[src/rtl/mmio_access_sequencer.sv]
// Multi-cycle sequencer for I/O-window loads/stores: stalls the core, drives one
// peripheral slot through a ready handshake, and reports timeouts/unmapped slots.
//   S_IDLE     | waiting for a request
//   S_ACCESS   | strobes held, waiting for the device's ready
//   S_ERR_WAIT | one-cycle bus error report
//   S_DONE     | stall released; the core retires the access
module mmio_access_sequencer #(
    parameter int NUM_DEV = 4,
    parameter int DEV_LSB = 4,
    parameter int TIMEOUT = 15
) (
    input  logic                    clk_i,
    input  logic                    rst_n_i,
    input  logic                    io_read_i,
    input  logic                    io_write_i,
    input  logic [31:0]             addr_i,
    input  logic [31:0]             wdata_i,
    output logic                    stall_o,
    output logic [31:0]             rdata_o,
    output logic [NUM_DEV-1:0]      dev_sel_o,
    output logic                    dev_re_o,
    output logic                    dev_we_o,
    output logic [3:0]              dev_addr_o,
    output logic [31:0]             dev_wdata_o,
    input  logic [32*NUM_DEV-1:0]   dev_rdata_i,
    input  logic [NUM_DEV-1:0]      dev_ready_i,
    output logic                    bus_err_o,
    output logic                    err_sticky_o,
    output logic [31:0]             err_addr_o,
    input  logic                    err_clr_i
);

    typedef enum logic [1:0] {
        S_IDLE     = 2'd0,
        S_ACCESS   = 2'd1,
        S_ERR_WAIT = 2'd2,
        S_DONE     = 2'd3
    } state_t;

    localparam logic [7:0] CNT_LAST = 8'(TIMEOUT - 1);

    state_t               state_q, state_d;
    logic [7:0]           cnt_q, cnt_d;
    logic [31:0]          addr_q, addr_d;
    logic                 is_wr_q, is_wr_d;
    logic [NUM_DEV-1:0]   sel_q, sel_d;
    logic                 re_q, re_d;
    logic                 we_q, we_d;
    logic [3:0]           dev_addr_q, dev_addr_d;
    logic [31:0]          wdata_q, wdata_d;
    logic [31:0]          rdata_q, rdata_d;
    logic                 bus_err_q, bus_err_d;
    logic                 sticky_q, sticky_d;
    logic [31:0]          err_addr_q, err_addr_d;

    logic                 req;
    logic [3:0]           idx;
    logic [31:0]          idx_ext;
    logic                 mapped;
    logic [NUM_DEV-1:0]   sel_new;
    logic                 ready_hit;
    logic [31:0]          sel_rdata;

    assign req     = io_read_i | io_write_i;
    assign idx     = addr_i[DEV_LSB+3:DEV_LSB];
    assign idx_ext = {28'd0, idx};
    assign mapped  = idx_ext < 32'(NUM_DEV);

    always_comb begin
        sel_new = '0;
        for (int k = 0; k < NUM_DEV; k++) begin
            sel_new[k] = (idx_ext == 32'(k));
        end
    end

    // Only the selected slot's ready counts; others are masked by the held select.
    assign ready_hit = |(dev_ready_i & sel_q);

    always_comb begin
        sel_rdata = '0;
        for (int k = 0; k < NUM_DEV; k++) begin
            if (sel_q[k]) begin
                sel_rdata = sel_rdata | dev_rdata_i[32*k +: 32];
            end
        end
    end

    assign stall_o = ((state_q == S_IDLE) && req) ||
                     (state_q == S_ACCESS) ||
                     (state_q == S_ERR_WAIT);

    always_comb begin
        state_d    = state_q;
        cnt_d      = cnt_q;
        addr_d     = addr_q;
        is_wr_d    = is_wr_q;
        sel_d      = sel_q;
        re_d       = re_q;
        we_d       = we_q;
        dev_addr_d = dev_addr_q;
        wdata_d    = wdata_q;
        rdata_d    = rdata_q;
        bus_err_d  = 1'b0;
        err_addr_d = err_addr_q;
        // A clear is overridden below when an error is entered on the same edge.
        sticky_d   = sticky_q & ~err_clr_i;

        unique case (state_q)
            S_IDLE: begin
                if (req) begin
                    addr_d     = addr_i;
                    is_wr_d    = io_write_i;
                    wdata_d    = wdata_i;
                    dev_addr_d = addr_i[3:0];
                    if (mapped) begin
                        sel_d   = sel_new;
                        we_d    = io_write_i;
                        re_d    = ~io_write_i;
                        cnt_d   = 8'd0;
                        state_d = S_ACCESS;
                    end else begin
                        bus_err_d  = 1'b1;
                        sticky_d   = 1'b1;
                        err_addr_d = addr_i;
                        if (!io_write_i) begin
                            rdata_d = 32'h0;
                        end
                        state_d = S_ERR_WAIT;
                    end
                end
            end
            S_ACCESS: begin
                if (ready_hit) begin
                    if (!is_wr_q) begin
                        rdata_d = sel_rdata;
                    end
                    sel_d   = '0;
                    re_d    = 1'b0;
                    we_d    = 1'b0;
                    state_d = S_DONE;
                end else if (cnt_q == CNT_LAST) begin
                    sel_d      = '0;
                    re_d       = 1'b0;
                    we_d       = 1'b0;
                    bus_err_d  = 1'b1;
                    sticky_d   = 1'b1;
                    err_addr_d = addr_q;
                    if (!is_wr_q) begin
                        rdata_d = 32'h0;
                    end
                    state_d = S_ERR_WAIT;
                end else if (cnt_q != 8'hFF) begin
                    cnt_d = cnt_q + 8'd1;
                end
            end
            S_ERR_WAIT: begin
                state_d = S_DONE;
            end
            S_DONE: begin
                state_d = S_IDLE;
            end
            default: begin
                state_d = S_IDLE;
            end
        endcase
    end

    always_ff @(posedge clk_i) begin
        if (!rst_n_i) begin
            state_q    <= S_IDLE;
            cnt_q      <= 8'd0;
            addr_q     <= 32'h0;
            is_wr_q    <= 1'b0;
            sel_q      <= '0;
            re_q       <= 1'b0;
            we_q       <= 1'b0;
            dev_addr_q <= 4'h0;
            wdata_q    <= 32'h0;
            rdata_q    <= 32'h0;
            bus_err_q  <= 1'b0;
            sticky_q   <= 1'b0;
            err_addr_q <= 32'h0;
        end else begin
            state_q    <= state_d;
            cnt_q      <= cnt_d;
            addr_q     <= addr_d;
            is_wr_q    <= is_wr_d;
            sel_q      <= sel_d;
            re_q       <= re_d;
            we_q       <= we_d;
            dev_addr_q <= dev_addr_d;
            wdata_q    <= wdata_d;
            rdata_q    <= rdata_d;
            bus_err_q  <= bus_err_d;
            sticky_q   <= sticky_d;
            err_addr_q <= err_addr_d;
        end
    end

    assign rdata_o      = rdata_q;
    assign dev_sel_o    = sel_q;
    assign dev_re_o     = re_q;
    assign dev_we_o     = we_q;
    assign dev_addr_o   = dev_addr_q;
    assign dev_wdata_o  = wdata_q;
    assign bus_err_o    = bus_err_q;
    assign err_sticky_o = sticky_q;
    assign err_addr_o   = err_addr_q;

endmodule

[config.mk]
export PLATFORM = sky130hd
export DESIGN_NAME = mmio_access_sequencer
export DESIGN_NICKNAME = d
export VERILOG_FILES = /design/src/rtl/mmio_access_sequencer.sv
export SDC_FILE = /design/constraint.sdc
export NUM_CORES = 1
export LEC_CHECK = 0
export CAP_MARGIN = 20
export CORE_AREA = 10 10 137 139
export DETAILED_ROUTE_END_ITERATION = 12
export DIE_AREA = 0 0 147 149
export GPL_ROUTABILITY_DRIVEN = 0
export HOLD_SLACK_MARGIN = 0.03
export PLACE_DENSITY = 0.79
export SLEW_MARGIN = 40
export SYNTH_ARGS = -nofsm -noshare
export SYNTH_HDL_FRONTEND = slang
export SYNTH_SLANG_ARGS = --single-unit
export TNS_END_PERCENT = 100
[constraint.sdc]
create_clock -name clk_i -period 2.63 [get_ports clk_i]
set_input_delay 0.3945 -clock clk_i [delete_from_list [all_inputs] [get_ports clk_i]]
set_output_delay 0.3945 -clock clk_i [all_outputs]
set_load 0.1 [all_outputs]
---- Word-level counts from Yosys, hierarchy flattened ----
Cells that the tools add are included.
word-level totals
  logic and storage cells ................. 106
  register bits after elaboration ......... 151
  output and inout bits ................... 109
cells by class
  reductions and logical operators ........ 13
  equal/unequal tests ..................... 19
  bitwise operators ....................... 8
  multiplexer cells ....................... 51
  add/sub/neg operators ................... 1
  order comparisons ....................... 1
operators by type and width
  cell                                                                   count
  32-bit two-way mux                                                     15
  32-bit case mux with 2 select lines                                    2
  32-bit OR                                                              3
  8-bit two-way mux                                                      5
  32-bit zero test                                                       1
  4-bit two-way mux                                                      4
  8-bit case mux with 2 select lines                                     1
  1-bit two-way mux                                                      14
  2-bit != test, second input constant                                   6
  8-bit by 1-bit adder with 8-bit output, second input constant          1
  4-bit by 2-bit equality test with 1-bit output, second input constant  2
  8-bit by 4-bit equality test with 1-bit output, second input constant  1
  2-bit two-way mux                                                      4
  8-bit != test, second input constant                                   1
  1-bit case mux with 2 select lines                                     4
  2-bit case mux with 4 select lines                                     1
  4-bit case mux with 2 select lines                                     1
  7-bit AND reduction                                                    1
  3-bit != test, second input constant                                   2
  6-bit AND reduction                                                    1
  5-bit AND reduction                                                    1
  4-bit bitwise AND                                                      1
  2-bit equality test, second input constant                             2
  4-bit by 1-bit equality test with 1-bit output, second input constant  1
  other kinds (14)                                                       18

---- Longest topological paths before layout ----
  depth in word-level cells ............... 10
  depth in mapped cells ................... 10
  gate-level depth less buffers ........... 7

---- Worst setup path after synthesis ----
Ideal clock, no wire load.
  path type ............................... register to register
  start ................................... register sel_q[2], in the netlist dev_sel_o[2]
  end ..................................... register cnt_q[3]
  data required time ...................... 2558 ps
  arrival time ............................ 2473 ps
  path buffers ............................ 2
  library setup time ...................... 72 ps
  cell stages (with the launch flop) ...... 8
  setup slack ............................. 84 ps
  cells stage by stage .................... dfxtp_1 -> buf_2 -> a22oi_2 -> a21boi_1 -> or4b_1 -> buf_2 -> or4_1 -> a21oi_1
on the way
  cells in the longest elaborated chain, start to end .. 4
ends and longest elaborated chain
  item                           line  source
  from (decl)                    46    logic [NUM_DEV-1:0] sel_q, sel_d;
  from (signal assigned)         188   sel_q <= sel_d;
  4-bit bitwise AND              77    assign ready_hit = |(dev_ready_i & sel_q);
  4-bit OR reduction             77
  2-bit != test (no line)        -
  6-bit AND reduction (no line)  -
  to (signal assigned)           185   cnt_q <= cnt_d;
  to (decl)                      43    logic [7:0] cnt_q, cnt_d;
No other way between the ends.
A chain may end at the register's enable or synchronous reset.

---- Final worst setup path ----
  start ................................... register state_q[1]
  end ..................................... output port stall_o
on the way
  cells in the longest elaborated chain, start to end .. 4
  elaborated cells between the ends (all ways) .. 6
  classes of those cells .................. eq/ne: 2; reduce/logical: 4
ends and longest elaborated chain
  item                    line  source
  from (decl)             42    state_t state_q, state_d;
  from (signal assigned)  184   state_q <= state_d;
  2-bit zero test         88    assign stall_o = ((state_q == S_IDLE) && req) ||
  1-bit logical AND       88
  1-bit logical OR        88
  1-bit logical OR *      89    (state_q == S_ACCESS) ||
  to (decl)               18    output logic stall_o,
Every way passes the cells marked *; elsewhere a longest branch is shown, timed or not.

==> results.ini <==
[logic_synthesis]
ys_types=52
synthSimpleGateAreaFrac=0.1708
synth.avg_cell_area_sq_um=8.544
netlist_instances=752
synth_xor_area_frac=0
synth-compound-area-share=0.2606
synth_fa_ha_area_frac=0.01168
async_flop_share=0
ys_ff_latch=147
syn_area_sq_um=6425
synth_edf_count=0
ys_seq_area_frac=0.4580
synth_ff_type=dfxtp_1
synth_top_family_by_area=compound AO/OA/AOI/OAI gates
synth_fp_nets=959
synth.area.mux_share=0.04830
yosys_warnings=0

[finish]
area_growth_pct=57.35
nNetsFinal=1242
insertedDiodeCount=0
drive_above_1_share=0.1727
layout_common_cells=clkdlybuf4s50_1, dfxtp_1, nand2_1
fill_cells=1374
final_common_cell=clkdlybuf4s50_1
design_area_sq_um=10110

[drt]
drc_errors=0
viasPerCell=5.254
first_iter_violations=298
ant_nets=0
vias=6662
wl_per_cell_microns=19.24
drt_pass1_iterations=5
drt_wl_total_mm=24.39

[timing]
skew_ns=0.01312
setup_viol=0
finalHoldViolCount=0
rsz0062_at_grt=no
layout_setup_ws_ns=0.2649
tightest_slew_ns=0.5383
final_max_slew_viol_count=0
tns_ns=0
min_period_over_period=0.8993
clock.fmax_mhz=422.8
period_needed_ns=2.365
relSlewSlack=0.6411

[placed_design]
placed_area_sq_um=9550
dpl_worst_slack_ns=0.05496
port_buffers=309
dp_hpwl_mm=18.27

[setup_path]
crit_chain=inv_1 > ha_2 > buf_4 > or3_1 > buf_12
worstPathArrival_ns=1.97
worstPathBufferInverterCount=3
timing.rr.end=cnt_q[6]
timing.rr.start=state_q[0]
slowest_stage=or3_1
max_stage_delay_ns=0.45
critical_path_class=register to primary output
path_delay_family=buffers and inverters
end_kind=primary output
ff2ff_path_depth=8
cp_data_required_time_ns=2.24
worst-path-max-fanout=17
cp-start-kind=register
r2r_slack_ns=0.34

[floorplan]
io_pins=310
rows=47
dieHeight_microns=149
initial_utilization=0.3973
die_x_microns=147
core-area_sq_um=16170
dieArea_sq_um=21900

[worst_hold_path]
holdPathStages=2
min_to=err_addr_o[5]
hp-class=input port to register
worstHoldStart=rst_n_i

[clocking]
cts_root_buffer=clkbuf_16
clkTransAtPathRegs_ns=0.06
cts_buffer_depth=2
holdBufCountCts=0
clock-sinks=147
worst_skew_pair.late_latency_ns=0.42
htree_levels=4
postCtsResizedCells=0
numCtsBuffers=17
cts_tree=built
post-cts-setup-buffers=0

[grt]
antenna_found_initial=0
grt_overflow=0
grt_pass1_wl_mm=37.26
grt_max_degree=65
grt_use_total=0.2118
grt_pass1_vias=6554

[power]
leakage_uw=0.003944
ir_drop_mv=0.8370
power.density_nw_per_um2=1126

[status]
status=complete, no violations

[run]
max_cap_violations=0

per-stage QoR:
step	util	cells	hold slack [ns]	power, uW
floorplan	-	752	0.4360	7463
global placement	0.5906	1236	0.4408	9069
detailed placement	0.5906	1236	0.4461	9151
CTS	0.6251	1268	0.3945	11470
global route	0.6251	1268	0.3975	11970
finish	0.6251	1268	0.4125	11380
state kept, by name, indices dropped and copies added (netlist names):
name	count
addr_q	32
dev_wdata_o	32
err_addr_o	32
rdata_o	32
cnt_q	8
dev_sel_o	4
state_q	2
bus_err_o	1
dev_re_o	1
dev_we_o	1
err_sticky_o	1
is_wr_q	1
metal layers:
layer / GRT usage / vias to the layer above / wire (microns) / part of all wire
li1: - / 3307 / - / -
met3: 0.08374 / 36 / 2275 / 0.093
met5: 0 / - / 0 / 0
met1: 0.2432 / 3052 / 10130 / 0.42
met4: 0.07978 / 0 / 612 / 0.025
met2: 0.3499 / 267 / 11380 / 0.47
Yosys cell counts, types with 11 or more instances:
| library cell | instances | area [sq um] |
|---|---|---|
| clkbuf_1 | 48 | 180.2 |
| a22o_1 | 32 | 280.3 |
| o31ai_1 | 35 | 262.8 |
| a21oi_1 | 72 | 360.4 |
| a211oi_1 | 31 | 232.7 |
| a221oi_1 | 32 | 280.3 |
| nand2_1 | 145 | 544.3 |
| dfxtp_1 | 147 | 2943 |
| buf_2 | 11 | 55.05 |
| nor2_1 | 42 | 157.7 |
| mux2i_1 | 31 | 310.3 |
| nand3_1 | 37 | 185.2 |
how the worst max path moves through the flow:
stage	cells after the start	from	to
after detailed placement	7	addr_i[6]	cnt_q[6]
after floorplan	7	dev_sel_o[2]	cnt_q[3]
after global placement	7	addr_i[6]	cnt_q[6]
after global routing	8	state_q[0]	cnt_q[6]
final	5	state_q[1]	stall_o
after CTS	5	state_q[1]	stall_o
area by class of cell:
class,instances,area (sq um),share of cell area
multi-input cells,526,3184,0.3150
clock inverters,14,120.1,0.01188
inverters,6,22.52,0.002228
clock buffers,18,439.2,0.04344
repair buffers,337,3126,0.3092
well taps,220,275.3,0.02723
flip-flops and latches,147,2943,0.2911
where the power goes:
part           total (uW)  leakage [uW]  internal (uW)  switching (uW)
Sequential           2940       0.00121           2700             243
Combinational        6150       0.00247           1710            4440
Clock                2290      0.000273           1260            1030
cell families (layout without fill, tap and decap cells):
family | Yosys count | after routing
and+or+nand+nor | 253 | 253
muxes | 31 | 31
AOI/OAI and AO/OA | 236 | 236
adders and majority gates | 6 | 6
buffers and inverters | 79 | 375
DFF | 147 | 147
No activity file was read; power rests on OpenSTA's default activity.
